==> src/rtl/dlx_pkg.sv <==
// dlx_pkg: run-controller state/status encodings, text base and shared helpers.
package dlx_pkg;
  typedef enum logic [2:0] {S_IDLE, S_LOAD, S_ARMED, S_RUN, S_HALT} state_e;
  typedef enum logic [1:0] {ST_NONE = 2'b00, ST_PCLIM = 2'b01, ST_TIMEOUT = 2'b10, ST_OVF = 2'b11} status_e;
  localparam logic [31:0] TEXT_BASE = 32'h00400000;
  function automatic logic [31:0] sat_inc(input logic [31:0] v);
    return &v ? v : v + 32'd1;
  endfunction
endpackage

==> src/rtl/dlx_run_ctrl_if.sv <==
// dlx_run_ctrl_if: program-load stream and imem write port of the run controller.
interface dlx_run_ctrl_if #(parameter int AW = 10);
  logic          load_valid;
  logic          load_ready;
  logic [31:0]   load_data;
  logic          load_last;
  logic          imem_we;
  logic [AW-1:0] imem_addr;
  logic [31:0]   imem_wdata;
  modport master (output load_valid, load_data, load_last, input load_ready, imem_we, imem_addr, imem_wdata);
  modport slave  (input load_valid, load_data, load_last, output load_ready, imem_we, imem_addr, imem_wdata);
endinterface

==> src/rtl/dlx_img_writer.sv <==
// dlx_img_writer: load handshake, word counter and registered imem write port.
module dlx_img_writer #(
  parameter int AW = 10
) (
  input  logic clk,
  input  logic rst,
  input  logic en,
  input  logic clr,
  dlx_run_ctrl_if.slave bus,
  output logic xfer,
  output logic full
);
  logic [AW:0]   cnt_q, cnt_d;
  logic          we_q, we_d, wr;
  logic [AW-1:0] addr_q, addr_d;
  logic [31:0]   wdata_q, wdata_d;
  // The counter never passes 2**AW because writes stop once it is full, so its MSB flags full.
  always_comb begin
    xfer    = bus.load_valid & en;
    full    = cnt_q[AW];
    wr      = xfer & ~full;
    we_d    = wr;
    cnt_d   = clr ? '0 : cnt_q + (AW+1)'(wr);
    addr_d  = wr ? cnt_q[AW-1:0] : addr_q;
    wdata_d = wr ? bus.load_data : wdata_q;
  end
  always_ff @(posedge clk) begin
    if (rst) begin
      cnt_q   <= '0;
      we_q    <= 1'b0;
      addr_q  <= '0;
      wdata_q <= '0;
    end else begin
      cnt_q   <= cnt_d;
      we_q    <= we_d;
      addr_q  <= addr_d;
      wdata_q <= wdata_d;
    end
  end
  assign bus.load_ready = en;
  assign bus.imem_we    = we_q;
  assign bus.imem_addr  = addr_q;
  assign bus.imem_wdata = wdata_q;
endmodule

==> src/rtl/dlx_run_ctrl.sv <==
// dlx_run_ctrl: loads the program image, releases the CPU and halts on PC limit (optional timeout via RUN_CTRL_TIMEOUT_EN).
module dlx_run_ctrl
  import dlx_pkg::*;
#(
  parameter int AW         = 10,
  parameter int MAX_CYCLES = 500000
) (
  input  logic        clk,
  input  logic        rst,
  dlx_run_ctrl_if.slave bus,
  input  logic        start,
  input  logic        clear,
  input  logic [31:0] pc_lim,
  input  logic [31:0] cpu_pc,
  output logic        cpu_hold,
  output logic        busy,
  output logic        done,
  output logic [1:0]  status,
  output logic [31:0] cycle_count
);
`ifdef RUN_CTRL_TIMEOUT_EN
  localparam bit TO_EN = 1'b1;
`else
  localparam bit TO_EN = 1'b0;
`endif
  localparam logic [31:0] TO_LIM = 32'(MAX_CYCLES - 1);
  state_e      state_q, state_d;
  status_e     status_q, status_d;
  logic [31:0] cc_q, cc_d, lim_q, lim_d;
  logic        wr_en, clr, xfer, full, to_hit;
  dlx_img_writer #(.AW(AW)) u_writer (
    .clk  (clk),
    .rst  (rst),
    .en   (wr_en),
    .clr  (clr),
    .bus  (bus),
    .xfer (xfer),
    .full (full)
  );
  always_comb begin
    state_d  = state_q;
    status_d = status_q;
    cc_d     = cc_q;
    lim_d    = lim_q;
    clr      = 1'b0;
    wr_en    = state_q == S_IDLE || state_q == S_LOAD;
    to_hit   = TO_EN && cc_q == TO_LIM;
    case (state_q)
      S_IDLE: begin
        if (xfer) state_d = bus.load_last ? S_ARMED : S_LOAD;
        else if (start) begin
          state_d = S_RUN;
          lim_d   = pc_lim;
        end
      end
      S_LOAD: begin
        if (xfer && full) begin
          state_d  = S_HALT;
          status_d = ST_OVF;
        end else if (xfer && bus.load_last) state_d = S_ARMED;
      end
      S_ARMED: begin
        if (start) begin
          state_d = S_RUN;
          lim_d   = pc_lim;
        end
      end
      S_RUN: begin
        cc_d = sat_inc(cc_q);
        // PC limit takes priority over a timeout landing on the same cycle.
        if (cpu_pc >= lim_q || to_hit) begin
          state_d  = S_HALT;
          status_d = cpu_pc >= lim_q ? ST_PCLIM : ST_TIMEOUT;
        end
      end
      S_HALT: begin
        if (clear) begin
          state_d  = S_IDLE;
          status_d = ST_NONE;
          cc_d     = '0;
          clr      = 1'b1;
        end
      end
      default: state_d = S_IDLE;
    endcase
  end
  always_ff @(posedge clk) begin
    if (rst) begin
      state_q  <= S_IDLE;
      status_q <= ST_NONE;
      cc_q     <= '0;
      lim_q    <= TEXT_BASE;
    end else begin
      state_q  <= state_d;
      status_q <= status_d;
      cc_q     <= cc_d;
      lim_q    <= lim_d;
    end
  end
  assign cpu_hold    = state_q != S_RUN;
  assign busy        = state_q == S_LOAD || state_q == S_ARMED || state_q == S_RUN;
  assign done        = state_q == S_HALT;
  assign status      = status_q;
  assign cycle_count = cc_q;
endmodule
==> src/flat_wrapper.sv <==
// flat-port wrapper written by rule: the top's interface ports become plain ports
module dlx_run_ctrl_flat import dlx_pkg::*;
#(
  parameter int AW         = 10,
  parameter int MAX_CYCLES = 500000
)
  (clk, rst, start, clear, pc_lim, cpu_pc, cpu_hold, busy, done, status, cycle_count, bus_load_valid, bus_load_data, bus_load_last, bus_load_ready, bus_imem_we, bus_imem_addr, bus_imem_wdata);
  dlx_run_ctrl_if #(.AW(AW)) bus_i ();
  input  logic clk;
  input  logic rst;
  input  logic start;
  input  logic clear;
  input  logic [31:0] pc_lim;
  input  logic [31:0] cpu_pc;
  output logic cpu_hold;
  output logic busy;
  output logic done;
  output logic [1:0] status;
  output logic [31:0] cycle_count;
  input wire logic [$bits(bus_i.load_valid)-1:0] bus_load_valid;
  input wire logic [$bits(bus_i.load_data)-1:0] bus_load_data;
  input wire logic [$bits(bus_i.load_last)-1:0] bus_load_last;
  output wire logic [$bits(bus_i.load_ready)-1:0] bus_load_ready;
  output wire logic [$bits(bus_i.imem_we)-1:0] bus_imem_we;
  output wire logic [$bits(bus_i.imem_addr)-1:0] bus_imem_addr;
  output wire logic [$bits(bus_i.imem_wdata)-1:0] bus_imem_wdata;
  assign bus_i.load_valid = bus_load_valid;
  assign bus_i.load_data = bus_load_data;
  assign bus_i.load_last = bus_load_last;
  assign bus_load_ready = bus_i.load_ready;
  assign bus_imem_we = bus_i.imem_we;
  assign bus_imem_addr = bus_i.imem_addr;
  assign bus_imem_wdata = bus_i.imem_wdata;
  dlx_run_ctrl #(.AW(AW), .MAX_CYCLES(MAX_CYCLES)) u_core (.clk(clk), .rst(rst), .bus(bus_i), .start(start), .clear(clear), .pc_lim(pc_lim), .cpu_pc(cpu_pc), .cpu_hold(cpu_hold), .busy(busy), .done(done), .status(status), .cycle_count(cycle_count));
endmodule
==> config.mk <==
export PLATFORM = sky130hd
export DESIGN_NAME = dlx_run_ctrl_flat
export DESIGN_NICKNAME = d
export VERILOG_FILES = /design/src/rtl/dlx_pkg.sv /design/src/rtl/dlx_run_ctrl_if.sv /design/src/rtl/dlx_img_writer.sv /design/src/rtl/dlx_run_ctrl.sv /design/src/flat_wrapper.sv
export SDC_FILE = /design/constraint.sdc
export NUM_CORES = 1
export LEC_CHECK = 0
export BUFFER_PORTS_ARGS = -buffer_cell sky130_fd_sc_hd__buf_2
export CORE_UTILIZATION = 51
export DETAILED_ROUTE_END_ITERATION = 8
export GPL_ROUTABILITY_DRIVEN = 0
export PLACE_DENSITY = 0.8
export SYNTH_ARGS = -nofsm -noshare
export SYNTH_HDL_FRONTEND = slang
export SYNTH_SLANG_ARGS = --single-unit
==> constraint.sdc <==
create_clock -name clk -period 7.6 [get_ports clk]
set_clock_uncertainty 0.2 [all_clocks]
set_input_delay 2.28 -clock clk [delete_from_list [all_inputs] [get_ports clk]]
set_output_delay 2.28 -clock clk [all_outputs]
set_load 0.005 [all_outputs]
Word level (Yosys, flattened, before mapping) --
Index checks and enable logic that the tools add are counted.
Storage, ports and cells: register bits 123, latch bits 0, bits in writable memories 0, bits in read-only memories 0, input bits 102, output and inout port bits 81, logic and storage cells 60, memories 0
Operators by class: add/subtract/negate cells 2, multiply operators 0, divide/modulo/power cells 0, magnitude comparators 1, equality and inequality tests 11, shift-type cells 0, mux-type cells 20, bitwise operators 3, reductions and logical operators 15
Operator list (count):
- 32-bit 2-to-1 mux | 4
- 32-bit one-hot mux with 2 select lines | 2
- 32-bit by 1-bit adder with 32-bit output (second input constant) | 1
- 32-bit greater-or-equal comparator | 1
- 32-bit AND reduction | 1
- 3-bit 2-to-1 mux | 6
- 3-bit one-hot mux with 5 select lines | 1
- 11-bit by 1-bit adder with 11-bit output | 1
- 2-bit 2-to-1 mux | 4
- 2-bit != test (second input constant) | 4
- 3-bit by 2-bit == test with 1-bit output (second input constant) | 2
- 2-bit one-hot mux with 3 select lines | 1
- 3-bit AND reduction | 2
- 4-bit AND reduction | 1
- 2-bit nonzero test | 2
- 3-bit by 1-bit == test with 1-bit output (second input constant) | 1
- 3-bit == test (second input constant) | 1
- 3-bit logical NOT | 1
- 1-bit logical OR | 3
- 3-bit by 2-bit != test with 1-bit output (second input constant) | 1
- 3-bit != test (second input constant) | 1
- 3-bit nonzero test | 1
- 1-bit bitwise AND | 2
- 1-bit logical AND | 2
- 5 further kinds | 6

Depth between registers and ports, before layout --
Gate-level depths: netlist of the first run.
depth after elaboration 7, mapped depth 11, depth with buffers taken out 10

By module --
Synthesis of the first run repeated with hierarchy kept, for this count alone.
Unflattened totals: cell total of the unflattened synthesis 762, area total of the unflattened synthesis 5964.5 µm²
Modules (own cells, without submodules):
- dlx_run_ctrl | times used 1, cells each 521, area an instance 4012.6 µm², sequential area each 1381.3 µm²
- dlx_img_writer | times used 1, cells each 241, area an instance 1951.9 µm², sequential area each 1081.0 µm²

Worst setup path after synthesis of the first run --
Ideal clock, no wire load.
kind input to register, start point input bus_load_valid, end point register u_core.u_writer.cnt_q[8], setup time 0.128 ns, data arrival time 3.882 ns, data required time 7.272 ns, setup slack 3.390 ns, stages 10, path buffers 1, cells stage by stage nand3b_1 > clkinv_1 > buf_1 > ha_1 > ha_1 > nand3_1 > nor2_1 > nand3_1 > xor2_1 > nor2_1
Between the ends: longest elaborated chain between the ends 3
RTL lines:
- from (decl) | RTL line flat_wrapper.sv:20 | input wire logic [$bits(bus_i.load_valid)-1:0] bus_load_valid;
- 1-bit bitwise AND | RTL line dlx_img_writer.sv:19 | xfer = bus.load_valid & en;
- 1-bit bitwise AND | RTL line dlx_img_writer.sv:21 | wr = xfer & ~full;
- named net u_core.u_writer.we_d | RTL line dlx_img_writer.sv:14 | logic we_q, we_d, wr;
- 11-bit by 1-bit adder with 11-bit output | RTL line dlx_img_writer.sv:23 | cnt_d = clr ? '0 : cnt_q + (AW+1)'(wr);
- to (signal assigned) | RTL line dlx_img_writer.sv:34 | cnt_q <= cnt_d;
- to (decl) | RTL line dlx_img_writer.sv:13 | logic [AW:0] cnt_q, cnt_d;
The timed path passes the listed nets, and every way through them passes these cells. A chain may end at the register's enable or synchronous reset.

Final worst setup path of the first run --
start point register u_core.state_q[0], end point output cpu_hold
Between the ends: longest elaborated chain between the ends 1
RTL lines:
- from (decl) | RTL line dlx_run_ctrl.sv:27 | state_e state_q, state_d;
- from (signal assigned) | RTL line dlx_run_ctrl.sv:94 | state_q <= state_d;
- 3-bit by 2-bit != test with 1-bit output | RTL line dlx_run_ctrl.sv:100 | assign cpu_hold = state_q != S_RUN;
- to (decl) | RTL line flat_wrapper.sv:15 | output logic cpu_hold;
No other way between the ends.

==> impl_metrics.json, run 1 <==
{
  "status": "complete, no violations",
  "slowest_stage": "nand3b_1",
  "path_buf_inv": 1,
  "yosysMostFrequentCell": "nand2_1",
  "diodes": 0,
  "clock-sinks": 123,
  "area_delta_synth_final_pct": 27.0,
  "ys_ff_latch": 123,
  "yosysTopAreaCellShare_pct": 43.1,
  "crit_fanout": 11,
  "drt_iter0_drc": 342,
  "worstPathArrival_ps": 1770,
  "clk_latency_ps": 510,
  "core_mm2": 0.0109,
  "hold_viol": 0,
  "place.port_buffers": 182,
  "crit_path_end_kind": "output pin",
  "slew_violations": 0,
  "grt_pass1_vias": 4775,
  "io-pin-count": 183,
  "multiInputGateArea_mm2": 0.00295,
  "dpl_cell_area_mm2": 0.00667,
  "fin_crit_ps": 4250,
  "tightest_slew_ps": 1220,
  "final.setup.tns_ps": 0,
  "irDropWorstVdd_uv": 150,
  "async_reset_ff_share_pct": 0,
  "clockBufferDepth": 2,
  "hp-class": "reg2reg",
  "grt_setup_unrepaired": "no",
  "crit_type": "reg2out",
  "wl_per_cell_um": 13.1,
  "grt_pass1_wl_um": 21600,
  "synthTopCellsByCount": "nand2_1, dfxtp_1, a21oi_1",
  "leakage_nw": 3.15,
  "setup_violations": 0,
  "pre_cts_slack_ps": 2900,
  "wl_um": 13600,
  "synthTopCellsByArea": "dfxtp_1, nand2_1, a21oi_1, ha_1, xnor2_1",
  "grt_overflow": 0,
  "grtUsageTotal_pct": 23.5,
  "antenna_found_initial": 0,
  "max_clock_freq_ghz": 0.235,
  "die_y_um": 108,
  "firstDrtPassIters": 4,
  "cp_top_family": "simple AND/OR/NAND/NOR gates",
  "fp.dieW_um": 108,
  "yosysWarnings": 0,
  "crit_path_max_incr_delay_ps": 500,
  "grt_max_degree": 81,
  "place_hpwl_um": 9640,
  "worstSetupStartpointType": "register",
  "syn_area_mm2": 0.00571,
  "post_cts_buffers": 0,
  "yosysUniqueCellTypes": 57,
  "powerDensity_mw_per_mm2": 229,
  "ant_nets": 0,
  "syn_area_per_cell_um2": 8.05,
  "rrSetupSlack_ps": 4730,
  "synth_ff_type": "dfxtp_1",
  "relSlewSlack_pct": 18.5,
  "synth_seq_area_share_pct": 43.1,
  "final-seq-area_mm2": 0.00246,
  "num-fill-cells": 935,
  "syn_nets": 847,
  "design_area_mm2": 0.00725,
  "cts_root_buffer": "clkbuf_8",
  "num_vias": 5313,
  "worst_slack_ps": 3350,
  "cts_tree": "yes",
  "dieArea_mm2": 0.0116,
  "vias_per_cell": 5.14,
  "start_util_pct": 52.5,
  "max_cap_viol_count": 0,
  "cts_max_level": 4,
  "postCtsResizedCells": 0,
  "cp_cell_sequence": "nand3b_1, buf_2",
  "netlist_instances": 710,
  "required_ps": 5120,
  "holdBufCountCts": 0,
  "synth_edf_count": 0,
  "clkSlewWorstSetupHoldPaths_ps": 60,
  "fin_crit_sh_pct": 56.0,
  "cts_buffers": 17,
  "layout-drive-gt1-share_pct": 25.5,
  "fin_nets": 1018,
  "synth.largest_area_cell": "dfxtp_1",
  "row_count": 38,
  "drcViolationCount": 0
}
==> per-stage QoR <==
step / instances / hold WS [ps] / power, mW / utilization (%)
6_report: 1033 / 252 / 1.66 / 66.6
4_1_cts: 1033 / 252 / 1.67 / 66.6
2_1_floorplan: 710 / 236 / 0.821 / -
5_1_grt: 1033 / 262 / 1.73 / 66.6
3_3_place_gp: 1002 / 239 / 0.891 / 61.3
3_5_place_dp: 1002 / 244 / 0.897 / 61.3
==> flip-flops by register name, summed over array words and instances (netlist names) <==
name	cells
u_core.u_writer.bus.imem_we	1
u_core.state_q	3
u_core.u_writer.bus.imem_wdata	32
u_core.cycle_count	32
u_core.status	2
u_core.lim_q	32
u_core.u_writer.bus.imem_addr	10
u_core.u_writer.cnt_q	11
==> power by group <==
part / leakage, nW / switching, mW / internal [mW]
Sequential: 1.00 / 0.0171 / 0.676
Clock: 0.273 / 0.294 / 0.485
Combinational: 1.87 / 0.109 / 0.0797
Total: 3.15 / 0.421 / 1.24
==> layout make-up <==
| class | count | share of cell area, % |
|---|---|---|
| sequential | 123 | 33.9 |
| multi-input combinational | 515 | 40.7 |
| clock buffer | 19 | 6.09 |
| timing repair buffer | 186 | 13.0 |
| tap | 140 | 2.41 |
| clock inverter | 12 | 1.91 |
| inverter | 38 | 1.97 |
==> worst min-delay path, delay by kind of cell (launching register included) <==
| family | cells | cell delay [ps] |
|---|---|---|
| flip-flops | 1 | 300 |
| AO/OA/AOI/OAI | 1 | 50 |
| AND/OR/NAND/NOR | 1 | 50 |
==> layer usage <==
layer	vias up	share of wire (%)	global-route usage (%)
li1	2727	-	-
met1	2453	44	28.3
met2	125	50	41.1
met3	8	5.4	6.84
met4	0	0.69	5.48
met5	-	0	0
==> final timing paths <==
path	startpoint	to	depth (start not counted)
hold / removal	u_core.u_writer.bus.imem_wdata[31]	u_core.u_writer.bus.imem_wdata[31]	2
setup reg to reg	u_core.state_q[1]	u_core.u_writer.cnt_q[8]	12
setup / recovery	u_core.state_q[0]	cpu_hold	2
hold reg to reg	u_core.u_writer.bus.imem_wdata[31]	u_core.u_writer.bus.imem_wdata[31]	2
==> placed cells by master, fill, tap and decap left out, types with 4 or more instances in the layout <==
| master | Yosys | final |
|---|---|---|
| a21o_1 | 4 | 4 |
| a21oi_1 | 100 | 100 |
| and2_1 | 5 | 5 |
| and3_1 | 7 | 7 |
| and4_1 | 5 | 5 |
| buf_2 | 1 | 182 |
| buf_4 | 1 | 4 |
| clkbuf_16 | 0 | 16 |
| clkinvlp_4 | 0 | 4 |
| dfxtp_1 | 123 | 123 |
| ha_1 | 35 | 35 |
| inv_1 | 37 | 37 |
| nand2_1 | 173 | 173 |
| nand3_1 | 24 | 24 |
| nand4_1 | 11 | 11 |
| nor2_1 | 49 | 49 |
| nor3_1 | 5 | 5 |
| nor4_1 | 4 | 4 |
| o211ai_1 | 4 | 4 |
| o21ai_0 | 9 | 9 |
| or3_1 | 4 | 4 |
| xnor2_1 | 23 | 23 |
| xor2_1 | 14 | 14 |
==> kinds of logic after synthesis <==
| kind of cell | synth area share, % |
|---|---|
| mux | 0.372 |
| simple gates | 24.1 |
| buf+inv | 5.21 |
| compound gates | 13.9 |
| fa+ha+maj | 7.67 |
| xor+xnor | 5.67 |
| flops | 43.1 |
No activity file was read; power rests on OpenSTA's default activity.
==> run 2: changes to the inputs <==
Settings changed: CORE_UTILIZATION 51 to 46, PLACE_DENSITY 0.8 to 0.76.
Clock period 7.6 ns to 3.8 ns, I/O delays scaled along.
==> run 2 against run 1 <==
  * Sequential share of layout area fell by 0.56 points
  * Final cell count rose by 3.1%
  * First-iteration DRC count fell by 7.6%
  * Worst hold slack got worse by 2.6 ps
  * Global-route usage fell by 2.4 points
  * Critical path depth did not move
  * Cell area rose by 1.7%
  * Flip-flop and latch count did not move
  * Largest power group unchanged
  * Combinational power rose by 100%
  * Critical path type unchanged
  * Sequential power rose by 100%
  * Die area rose by 11%
  * Via count fell by 1.2%
==> impl_metrics.json, run 2 (synthesis gave the netlist of run 1 again) <==
{
  "fp.dieW_um": 113,
  "slowest_stage": "dfxtp_1",
  "holdWs_ps": 249,
  "drcViolationCount": 0,
  "holdBufCountCts": 0,
  "relSlewSlack_pct": 45.4,
  "hold_viol": 0,
  "crit_type": "reg2out",
  "powerDensity_mw_per_mm2": 469,
  "cts_buffers": 17,
  "firstDrtPassIters": 4,
  "ant_nets": 0,
  "num_vias": 5250,
  "wl_per_cell_um": 12.7,
  "postCtsResizedCells": 0,
  "grt_overflow": 0,
  "dieArea_mm2": 0.0129,
  "clockBufferDepth": 2,
  "worstPathArrival_ps": 1590,
  "num-fill-cells": 1111,
  "grt_pass1_wl_um": 21600,
  "cts_root_buffer": "clkbuf_16",
  "diodes": 0,
  "start_util_pct": 47.4,
  "irDropWorstVdd_uv": 200,
  "worstSetupStartpointType": "register",
  "clkSlewWorstSetupHoldPaths_ps": 60,
  "clock-sinks": 123,
  "drt_iter0_drc": 316,
  "cts_max_level": 4,
  "dpl_cell_area_mm2": 0.00675,
  "io-pin-count": 183,
  "max_clock_freq_ghz": 0.342,
  "die_y_um": 113,
  "slew_violations": 0,
  "final-seq-area_mm2": 0.00246,
  "cts_tree": "yes",
  "post_cts_buffers": 0,
  "grt_max_degree": 80,
  "crit_path_max_incr_delay_ps": 450,
  "multiInputGateArea_mm2": 0.00295,
  "required_ps": 2460,
  "core_mm2": 0.0121,
  "fin_crit_sh_pct": 77.0,
  "design_area_mm2": 0.00738,
  "crit_path_end_kind": "output pin",
  "cp_cell_sequence": "nand3b_1, buf_2",
  "leakage_nw": 3.19,
  "max_cap_viol_count": 0,
  "clk_latency_ps": 410,
  "row_count": 40,
  "wl_um": 13500,
  "grtUsageTotal_pct": 21.1,
  "setup_violations": 0,
  "final.setup.tns_ps": 0,
  "area_delta_synth_final_pct": 29.1,
  "grt_pass1_vias": 4612,
  "grt_setup_unrepaired": "no",
  "fin_crit_ps": 2930,
  "place.port_buffers": 182,
  "tightest_slew_ps": 819,
  "hp-class": "reg2reg",
  "vias_per_cell": 4.93,
  "fin_nets": 1022,
  "antenna_found_initial": 0,
  "most-common-layout-cells": "buf_2, nand2_1, dfxtp_1",
  "layout-drive-gt1-share_pct": 25.8,
  "place_hpwl_um": 9530,
  "final_common_cell": "buf_2",
  "status": "complete, no violations",
  "crit_fanout": 11
}
run 2: cell types whose count changed in the layout (fill, tap and decap cells not counted):
cell,previous run,this run
clkbuf_16,16,17
clkbuf_8,3,2
clkbuf_1,0,1
clkinv_4,2,1
inv_6,3,0
buf_12,0,1
buf_4,4,7
bufinv_16,2,4
clkinv_2,1,2
run 2: worst paths after layout:
check / start / endpoint / slack, ps / cells after the start
worst min-delay path: u_core.u_writer.bus.imem_wdata[0] / u_core.u_writer.bus.imem_wdata[0] / 250 / 2
worst max register to register: u_core.cycle_count[0] / u_core.cycle_count[9] / 1260 / 7
worst min register to register: u_core.u_writer.bus.imem_wdata[0] / u_core.u_writer.bus.imem_wdata[0] / 250 / 2
worst max-delay path: u_core.state_q[0] / cpu_hold / 870 / 2
run 2: routing by layer:
metal	global-route usage [%]	wire (um)	vias to the layer above
met5	0	0	-
met4	10.0	265	0
met3	6.54	811	22
met2	33.5	6210	137
met1	26.3	6230	2347
li1	-	-	2744
run 2: power by group:
| part | internal [mW] | switching, mW | total, mW |
|---|---|---|---|
| clock | 1.13 | 0.569 | 1.69 |
| combinational | 0.163 | 0.219 | 0.381 |
| sequential | 1.35 | 0.0339 | 1.39 |
run 2: critical path, delay by kind of cell, from the launching register on:
| kind | cells | cell delay [ps] |
|---|---|---|
| flops | 1 | 450 |
| simple gates | 1 | 440 |
| buf+inv | 1 | 290 |
run 2: stage by stage:
stage | instances | power (mW) | utilization, % | worst slack (ps)
5_1_grt | 1065 | 3.62 | 61.2 | 757
2_1_floorplan | 710 | 1.64 | - | 730
3_3_place_gp | 1034 | 1.79 | 56.0 | 609
6_report | 1065 | 3.46 | 61.2 | 872
3_5_place_dp | 1034 | 1.80 | 56.0 | 602
4_1_cts | 1065 | 3.49 | 61.2 | 860
run 2: final cells by class:
type / instances / share of cell area, %
clock buffer: 20 / 6.19
clock inverter: 11 / 2.29
inverter: 38 / 1.93
multi-input combinational: 515 / 40.0
sequential: 123 / 33.4
tap: 168 / 2.85
timing repair buffer: 190 / 13.3
